## src/rtl/uart_pkg.sv

```systemverilog
// uart_pkg: UART-path defaults (DATA_WIDTH_DEF, EOM_BYTE_DEF), arbiter state encoding, clog2 helper
package uart_pkg;
  localparam int DATA_WIDTH_DEF = 8;
  localparam logic [7:0] EOM_BYTE_DEF = 8'h0A;
  typedef enum logic {IDLE, LOCKED} arb_state_e;
  function automatic int clog2(input int unsigned v);
    int r;
    int unsigned x;
    r = 0;
    x = (v > 0) ? v - 1 : 0;
    while (x > 0) begin
      r++;
      x >>= 1;
    end
    return r;
  endfunction
endpackage

```

## src/rtl/rr_priority_picker.sv

```systemverilog
// rr_priority_picker: round-robin select; req/last_grant in, one-hot grant and valid out
module rr_priority_picker import uart_pkg::*; #(
  parameter int NUM_REQ = 2,
  parameter int IW = (NUM_REQ > 1) ? clog2(NUM_REQ) : 1
) (
  input  logic [NUM_REQ-1:0] req,
  input  logic [IW-1:0]      last_grant,
  output logic [NUM_REQ-1:0] grant,
  output logic               valid
);
  always_comb begin
    grant = '0;
    valid = 1'b0;
    for (int i = 1; i <= NUM_REQ; i++)
      for (int j = 0; j < NUM_REQ; j++)
        if (!valid && req[j] && j == (int'(last_grant) + i) % NUM_REQ) begin
          grant[j] = 1'b1;
          valid = 1'b1;
        end
  end
endmodule

```

## src/rtl/serial_tx_arbiter.sv

```systemverilog
// serial_tx_arbiter: message-granular round-robin share of one tx byte stream; req_* in, tx_* out, grant/busy status
module serial_tx_arbiter import uart_pkg::*; #(
  parameter int NUM_REQ = 2,
  parameter int DATA_WIDTH = DATA_WIDTH_DEF,
  parameter logic [DATA_WIDTH-1:0] EOM_BYTE = DATA_WIDTH'(EOM_BYTE_DEF),
  parameter int unsigned TIMEOUT_CYCLES = 5_000_000
) (
  input  logic                          clk,
  input  logic                          rst_n,
  input  logic [NUM_REQ*DATA_WIDTH-1:0] req_data,
  input  logic [NUM_REQ-1:0]            req_valid,
  output logic [NUM_REQ-1:0]            req_ready,
  output logic [DATA_WIDTH-1:0]         tx_data,
  output logic                          tx_valid,
  input  logic                          tx_ready,
  output logic [NUM_REQ-1:0]            grant,
  output logic                          busy
);
  localparam int IW = (NUM_REQ > 1) ? clog2(NUM_REQ) : 1;
  localparam int CW = (TIMEOUT_CYCLES == 0) ? 1 : clog2(TIMEOUT_CYCLES + 1);
  localparam logic [CW-1:0] LAST_IDLE = CW'(TIMEOUT_CYCLES - 1);
  localparam logic [CW-1:0] CNT_MAX = CW'(TIMEOUT_CYCLES);
  arb_state_e state;
  logic [IW-1:0] last_grant, gidx;
  logic [CW-1:0] idle_cnt;
  logic [NUM_REQ-1:0] pick;
  logic pick_valid, stall, eom, expire;
  rr_priority_picker #(.NUM_REQ(NUM_REQ), .IW(IW)) u_pick (
    .req(req_valid),
    .last_grant(last_grant),
    .grant(pick),
    .valid(pick_valid)
  );
  always_comb begin
    tx_data = '0;
    gidx = '0;
    for (int i = 0; i < NUM_REQ; i++)
      if (grant[i]) begin
        tx_data = req_data[i*DATA_WIDTH +: DATA_WIDTH];
        gidx = IW'(i);
      end
  end
  assign tx_valid = |(grant & req_valid);
  assign req_ready = grant & {NUM_REQ{tx_ready}};
  // only an owner with nothing to offer is stalling; back-pressure keeps the counter cleared
  assign stall = (state == LOCKED) && !tx_valid;
  assign eom = tx_valid && tx_ready && (tx_data == EOM_BYTE);
  assign expire = (TIMEOUT_CYCLES != 0) && stall && (idle_cnt == LAST_IDLE);
  always_ff @(posedge clk or negedge rst_n) begin
    if (!rst_n) begin
      state <= IDLE;
      grant <= '0;
      busy <= 1'b0;
      last_grant <= IW'(NUM_REQ - 1);
      idle_cnt <= '0;
    end else if (state == IDLE) begin
      idle_cnt <= '0;
      if (pick_valid) begin
        state <= LOCKED;
        grant <= pick;
        busy <= 1'b1;
      end
    end else if (eom || expire) begin
      state <= IDLE;
      grant <= '0;
      busy <= 1'b0;
      last_grant <= gidx;
      idle_cnt <= '0;
    end else begin
      idle_cnt <= !stall ? '0 : (idle_cnt == CNT_MAX) ? idle_cnt : idle_cnt + 1'b1;
    end
  end
endmodule

```

## config.mk

```make
export PLATFORM = sky130hd
export DESIGN_NAME = serial_tx_arbiter
export DESIGN_NICKNAME = d
export VERILOG_FILES = /design/src/rtl/uart_pkg.sv /design/src/rtl/rr_priority_picker.sv /design/src/rtl/serial_tx_arbiter.sv
export SDC_FILE = /design/constraint.sdc
export NUM_CORES = 1
export LEC_CHECK = 0
export ABC_AREA = 0
export CORE_ASPECT_RATIO = 1.1
export CORE_MARGIN = 2
export CORE_UTILIZATION = 52
export CTS_CLUSTER_SIZE = 28
export DETAILED_ROUTE_END_ITERATION = 10
export PLACE_DENSITY = 0.9
export SYNTH_ARGS = -nofsm -noshare
export SYNTH_HDL_FRONTEND = slang
export SYNTH_SLANG_ARGS = --single-unit
```

## constraint.sdc

```tcl
create_clock -name clk -period 4.5 [get_ports clk]
set_clock_uncertainty 0.05 [all_clocks]
set_input_delay 0.9 -clock clk [delete_from_list [all_inputs] [get_ports clk]]
set_output_delay 0.9 -clock clk [all_outputs]
set_load 0.005 [all_outputs]
```

# Word level (Yosys, flattened, before mapping)
# Index checks and enable logic that the tools add are counted.
word_totals:
  reg_bits: 28
  in_bits: 21
  out_inout_bits: 14
  word_cells: 64
op_classes:
  addsub: 3
  n_eq_ne: 7
  n_mux: 23
  n_bitwise: 4
  reduce_logical: 22
op_table:
  columns: ["cell", "n"]
  rows:
  - ["23-bit two-way mux", 4]
  - ["32-bit logical NOT", 2]
  - ["23-bit == test, second input constant", 2]
  - ["23-bit by 1-bit adder with 23-bit output, second input constant", 1]
  - ["8-bit two-way mux", 2]
  - ["1-bit two-way mux", 14]
  - ["1-bit logical AND", 11]
  - ["8-bit by 4-bit == test with 1-bit output, second input constant", 1]
  - ["2-bit two-way mux", 3]
  - ["2-bit AND", 2]
  - ["2-bit == test, first input constant", 2]
  - ["1-bit logical NOT", 4]
  - ["4-bit inequality test, second input constant", 1]
  - ["2-bit AND reduction", 2]
  - ["1-bit adder, second input constant", 2]
  - ["1-bit AND, first input constant", 2]
  - ["2-bit by 1-bit inequality test with 1-bit output, second input constant", 1]
  - ["2-bit nonzero test", 1]
  - ["2-bit OR reduction", 1]
  - ["1-bit logical OR", 1]

# Depth between registers and ports, before layout
# Gate-level depths: netlist of run 1.
logic_depth:
  word_depth: 19
  depth_mapped: 8
  depth_no_buf: 7

# Hierarchy
# Synthesis of run 1 repeated with hierarchy kept, for this count alone.
hier_totals:
  hier_cells: 184
  hier_area_um2: 1709.1
modules_own_cells:
  columns: ["module", "n_inst", "cells_each", "area_each_um2", "seq_area_each_um2"]
  rows:
  - ["serial_tx_arbiter", 1, 180, 1684.1, 701.9]
  - ["rr_priority_picker", 1, 4, 25.0, 0.0]

# Worst setup path after synthesis of run 1
# Ideal clock, no wire load.
synth_path:
  path_kind: "input-to-reg"
  start: "in req_data[10]"
  end: "reg last_grant"
  setup_time_ps: 82
  arrival_ps: 2097
  required_time_ps: 4368
  slack_ps: 2271
  path_stages: 5
  path_buffers: 0
  path_cell_list: "nor4b_1 -> nand2_1 -> a221oi_1 -> a21oi_2 -> mux2_4"
synth_via:
  elab_chain_len: 5
synth_lines:
  columns: ["element", "line_no", "rtl"]
  rows:
  - ["start, declared", "serial_tx_arbiter.sv:10", "input logic [NUM_REQ*DATA_WIDTH-1:0] req_data,"]
  - ["8-bit two-way mux", "serial_tx_arbiter.sv:38", "if (grant[i]) begin"]
  - ["8-bit by 4-bit == test with 1-bit output", "serial_tx_arbiter.sv:47", "assign eom = tx_valid && tx_ready && (tx_data == EOM_BYTE);"]
  - ["1-bit logical AND", "serial_tx_arbiter.sv:47", null]
  - ["1-bit logical OR", "serial_tx_arbiter.sv:63", "end else if (eom || expire) begin"]
  - ["2-bit AND reduction (no source line)", null, null]
  - ["end signal, assigned", "serial_tx_arbiter.sv:54", "last_grant <= IW'(NUM_REQ - 1);"]
  - ["end signal, assigned", "serial_tx_arbiter.sv:67", "last_grant <= gidx;"]
  - ["end, declared", "serial_tx_arbiter.sv:24", "logic [IW-1:0] last_grant, gidx;"]
# Every way passes these cells.
# A chain may end at the register's enable or synchronous reset.

# Worst setup path in the final report of run 1
layout_path:
  start: "in req_valid[1]"
  end: "out tx_valid"
layout_via:
  elab_chain_len: 2
layout_lines:
  columns: ["element", "line_no", "rtl"]
  rows:
  - ["start, declared", "serial_tx_arbiter.sv:11", "input logic [NUM_REQ-1:0] req_valid,"]
  - ["2-bit AND", "serial_tx_arbiter.sv:43", "assign tx_valid = |(grant & req_valid);"]
  - ["2-bit OR reduction", "serial_tx_arbiter.sv:43", null]
  - ["end, declared", "serial_tx_arbiter.sv:14", "output logic tx_valid,"]
# Every way passes these cells.

==> results.cfg, run 1 <==
[grt]
grt_usage = 0.222
grt_pass1_wl_microns = 6440
grt_pass1_vias = 1467
grt_start_max_net_pins = 29
grt_antenna_before_repair = 0
grt_overflow_total = 0

[cts]
clk_pin_slew_ns = 0.13
numClockSinks = 28
cts_resized = 0
cts_tree = yes
cts_made_buffers = 3
cts_setup_buffers = 0
htreeDepth = 1
clkLatencyLatePin_ns = 0.34
root_buffer = clkbuf_4
cts_hold_buf = 0
clock_path_buffers = 2

[synthesis]
synth_top_cells_by_area = dfrtp_1 40%, xor2_1 5.7%, nor2_1 5.4%, nand2_1 3.8%, xnor2_1 3.6%
yosys_warnings = 0
syn-cell-area_sq_um = 1680
syn_avg_cell_area_sq_um = 9.08
yosysTopAreaCellShare = 0.402
synth.largest_area_cell = dfrtp_1
synth_enable_flop_cells = 0
async_reset_ff_frac = 1.00
ys_seq_area_frac = 0.418
synth_ff_type = dfrtp_1
synth_fp_nets = 208
synthDistinctLibCells = 46
synth.ff_latch_count = 28
synth_cells = 185

[die]
die_area_sq_um = 3700
core_area_sq_um = 3070
rows = 21
die-height_microns = 63.6
ios = 35
die_w_microns = 58.2
initial_core_util = 0.547

[final_layout]
nets = 242
antennaDiodeCount = 0
final_cell_count_no_fill = 252
multi_input_area_sq_um = 906
mostFrequentLayoutCell = clkdlybuf4s50_1
layout_common_cells = 34 x clkdlybuf4s50_1, 27 x dfrtp_1, 24 x nor2_1
synthToLayoutAreaGrowth_pct = 24.1
fillCellCount = 253
ff_latch_area_sq_um = 702
drive_gt1_frac = 0.0826
final_area_sq_um = 2080

[worst_setup_path]
cp_slowest_stage_delay_ns = 0.48
critPathMaxFanout = 5
end_kind = primary output
start_kind = input pin
cpLargestDelayFamily = buffers and inverters
path_class = input pin to primary output
critPathMostFrequentCell = clkdlybuf4s50_1
crit_arrival_ns = 2.21
crit_slowest_cell = clkdlybuf4s50_1
worstPathCellList = clkdlybuf4s50_1 > a22oi_1 > inv_1 > clkdlybuf4s50_1
cp_num_buf_inv = 3
required_ns = 3.55

[sta]
maxClockFrequency_mhz = 317
finalSetupTns_ns = 0
drv_slew = 0
tightest_slew_ns = 0.674
maxSlewHeadroom = 0.547
whs_ns = 0.550
period_share = 0.702
finalCriticalPeriod_ns = 3.16
hold_violations = 0
setup_violations = 0
rsz0062_at_grt = false
fin_ws_ns = 1.34

[detailed_routing]
vias = 1510
vias_per_cell = 5.99
antenna_left = 0
routed_wl_microns = 3710
wl_per_cell_microns = 14.7
dr.pass1.iters = 4
drtIter0Drc = 115
drc = 0

[power]
p_leak_nw = 0.845
ir_worst_vdd_mv = 0.185
power_density_nw_per_um2 = 278

[job]
drv_cap = 0

[status]
status = finished clean

[worst_hold_path]
min_path_type = flop to flop

[placement]
dp_cells = 248
globalplace.congestion = 0.837
dpl_worst_slack_ns = 1.33
place.port_buffers = 34
placed_cell_area_sq_um = 2030
dp_hpwl_microns = 2810
[worst reg2reg max path, cell delays in order (launching register included)]
cell and delay (ns):
dfrtp_1 0.43, inv_1 0.11, ha_1 0.15, or4b_2 0.58, nor3b_1 0.32, o21ai_0 0.21
nand2_1 0.36, o21ai_0 0.17
[path summary, 6_finish.rpt]
path | from | end | slack, ns | cells after the start
min | idle_cnt[5]$_DFFE_PN0P_ | idle_cnt[5]$_DFFE_PN0P_ | 0.55 | 2
max in group asynchronous | rst_n | last_grant$_DFFE_PN1P_ | 3.22 | 2
min in group asynchronous | rst_n | idle_cnt[15]$_DFFE_PN0P_ | 0.85 | 2
max | req_valid[1] | tx_valid | 1.34 | 4
min reg2reg | idle_cnt[5]$_DFFE_PN0P_ | idle_cnt[5]$_DFFE_PN0P_ | 0.55 | 2
max reg2reg | idle_cnt[0]$_DFFE_PN0P_ | idle_cnt[14]$_DFFE_PN0P_ | 2.02 | 7
[Yosys cell counts (2+ instances only)]
master,n
nor3b_1,2
nand2_1,17
nand3_1,11
or3_1,4
nor4b_1,2
inv_1,9
nor2b_1,2
or4_1,2
xnor2_1,7
dfrtp_1,27
a21oi_1,4
nand4_1,6
nor2_1,24
a22o_1,6
and2_1,2
clkbuf_1,2
o21ai_0,11
xor2_1,11
ha_1,2
nor3_1,7
buf_4,2
[stage by stage]
stage | power (W) | util
4_1_cts | 0.000580 | 0.678
3_3_place_gp | 0.000415 | 0.661
2_1_floorplan | 0.000361 | -
5_1_grt | 0.000612 | 0.678
3_5_place_dp | 0.000417 | 0.661
6_report | 0.000580 | 0.678
[cell type report]
| class | instances | area share |
|---|---|---|
| Sequential cell | 28 | 0.337 |
| Multi-Input combinational cell | 142 | 0.435 |
| Clock buffer | 3 | 0.0108 |
| Clock inverter | 1 | 0.0144 |
| Inverter | 9 | 0.0162 |
| Tap cell | 34 | 0.0204 |
| Timing Repair Buffer | 35 | 0.167 |
[registers in the layout (all words and copies together), names as in the netlist]
register,count
state,1
idle_cnt,23
grant,2
last_grant,1
busy,1
[cells by family (layout without fill, tap and decap cells)]
logic type | count (synthesis) | in the layout | synth area share
and+or+nand+nor | 90 | 90 | 0.294
AOI/OAI and AO/OA | 31 | 31 | 0.127
DFF | 28 | 28 | 0.418
xor gates and xnor gates | 18 | 18 | 0.0938
buffers and inverters | 15 | 48 | 0.0432
adders and majority gates | 2 | 2 | 0.0149
muxes | 1 | 1 | 0.00893
[layer usage]
layer  up-vias  GRT usage  part of all wire
li1        725          -                 -
met1       718      0.281              0.42
met2        60      0.364              0.48
met3         7     0.0554             0.082
met4         0     0.0814             0.013
met5         -          0                 0
[where the power goes]
group	internal (W)	leakage, nW	switching [W]
combinational	0.0000650	0.447	0.0000525
clock	0.0000903	0.0279	0.0000743
sequential	0.000271	0.370	0.0000270
(Power assumes the default switching activity.)
==> run 2, diff against run 1 <==
Settings changed: CORE_UTILIZATION 52 to 51, PLACE_DENSITY 0.9 to 0.89.
Clock period 4.5 ns to 2.95 ns, I/O delays scaled along.
==> run 2 against run 1 <==
The run now ends with design-rule violations left. Global-route usage is 1.7 points lower. Wire length down 4.7%. Clock-buffer cell count did not move. First-iteration DRC count fell by 14%. Die area rose by 1.8%. Sequential share of layout area is the same. Register-to-register slack got worse by 1.5 ns. Cell area unchanged. Via count down 3.5%. Clock power up 54%. Largest cell class unchanged.
==> results.cfg, run 2 (synthesis gave the netlist of run 1 again) <==
[sta]
fin_ws_ns = 0.262
hold_violations = 0
rsz0062_at_grt = false
drv_slew = 0
whs_ns = 0.532
tightest_slew_ns = 0.629
finalSetupTns_ns = 0
finalCriticalPeriod_ns = 2.69
maxClockFrequency_mhz = 372
setup_violations = 0
maxSlewHeadroom = 0.577
period_share = 0.911

[cts]
cts_resized = 0
htreeDepth = 1
clk_pin_slew_ns = 0.16
numClockSinks = 28
clock_path_buffers = 2
root_buffer = clkbuf_4
cts_tree = yes
cts_made_buffers = 3
clkLatencyLatePin_ns = 0.34
cts_setup_buffers = 0
cts_hold_buf = 0

[grt]
grt_antenna_before_repair = 0
grt_pass1_wl_microns = 6020
grt_usage = 0.206
grt_pass1_vias = 1345
grt_overflow_total = 0
grt_start_max_net_pins = 29

[final_layout]
fillCellCount = 252
final_area_sq_um = 2080
drive_gt1_frac = 0.0826
nets = 242
synthToLayoutAreaGrowth_pct = 24.1
ff_latch_area_sq_um = 702
multi_input_area_sq_um = 906
largest_reg_flops = 23
top_register = idle_cnt
layout_common_cells = 34 x clkdlybuf4s50_1, 27 x dfrtp_1, 24 x nor2_1
reg.largest.list = idle_cnt (23), grant (2)
mostFrequentLayoutCell = clkdlybuf4s50_1
antennaDiodeCount = 0
final_cell_count_no_fill = 252

[worst_setup_path]
critPathMaxFanout = 20
required_ns = 2.31
path_class = flop to primary output
rr_startpoint = idle_cnt[0]$_DFFE_PN0P_
crit_arrival_ns = 2.05
reg2reg_to = idle_cnt[22]$_DFFE_PN0P_
reg2reg_slack_ns = 0.55
start_kind = flop
end_kind = primary output
ff2ff_path_depth = 7

[status]
violations = design-rule violations
status = finished, violations left

[placement]
place.port_buffers = 34
dpl_worst_slack_ns = 0.412
globalplace.congestion = 0.847
dp_cells = 248
placed_cell_area_sq_um = 2030
dp_hpwl_microns = 2680

[die]
die_area_sq_um = 3770
die-height_microns = 64.2
core_area_sq_um = 3100
die_w_microns = 58.7
ios = 35
initial_core_util = 0.542
rows = 21

[worst_hold_path]
min_path_type = flop to flop
hp-start = idle_cnt[12]$_DFFE_PN0P_
min_to = idle_cnt[12]$_DFFE_PN0P_
holdPathStages = 2

[power]
ir_worst_vdd_mv = 0.339
power_density_nw_per_um2 = 425
p_leak_nw = 0.845

[detailed_routing]
dr.pass1.iters = 7
drtIter0Drc = 99
drc = 7
vias_per_cell = 5.78
antenna_left = 0
vias = 1457
routed_wl_microns = 3540
wl_per_cell_microns = 14.0

[job]
drv_cap = 0
## run 2: stage by stage
| step | total power [W] | utilization |
|---|---|---|
| after floorplan | 0.000551 | - |
| final | 0.000885 | 0.672 |
| after CTS | 0.000894 | 0.672 |
| after detailed placement | 0.000636 | 0.655 |
| after global placement | 0.000634 | 0.655 |
| after global routing | 0.000936 | 0.672 |
## run 2: worst max-delay path by stage
stage | from | end | slack [ns] | depth (start not counted)
2_1_floorplan | idle_cnt[0]$_DFFE_PN0P_ | idle_cnt[14]$_DFFE_PN0P_ | 0.92 | 8
3_3_place_gp | req_valid[0] | tx_valid | 0.42 | 4
3_5_place_dp | req_valid[0] | tx_valid | 0.41 | 4
4_1_cts | grant[1]$_DFFE_PN0P_ | tx_data[7] | 0.24 | 3
5_1_grt | grant[1]$_DFFE_PN0P_ | tx_data[0] | 0.07 | 3
6_report | grant[1]$_DFFE_PN0P_ | tx_data[7] | 0.26 | 3
## run 2: area by class of cell
| cell class | instances | share of cell area |
|---|---|---|
| Sequential cell | 28 | 0.337 |
| Inverter | 9 | 0.0162 |
| Clock buffer | 3 | 0.0108 |
| Timing Repair Buffer | 35 | 0.167 |
| Multi-Input combinational cell | 142 | 0.435 |
| Tap cell | 34 | 0.0204 |
| Clock inverter | 1 | 0.0144 |
## run 2: where the power goes
group          switching (W)  internal (W)  leakage, nW
combinational      0.0000808     0.0000993        0.447
sequential         0.0000378      0.000413        0.370
clock               0.000117      0.000138       0.0279
## run 2: metal layers
| metal | up-vias | GRT usage | share of wire |
|---|---|---|---|
| met5 | - | 0 | 0 |
| met4 | 0 | 0.0767 | 0.011 |
| met3 | 4 | 0.0304 | 0.067 |
| met2 | 43 | 0.336 | 0.46 |
| met1 | 687 | 0.272 | 0.46 |
| li1 | 723 | - | - |
## run 2: worst max-delay path: stages (launching register included)
cell and delay, ns:
dfrtp_1 0.61, nor2b_1 0.42, a22o_1 0.19, clkdlybuf4s50_1 0.50
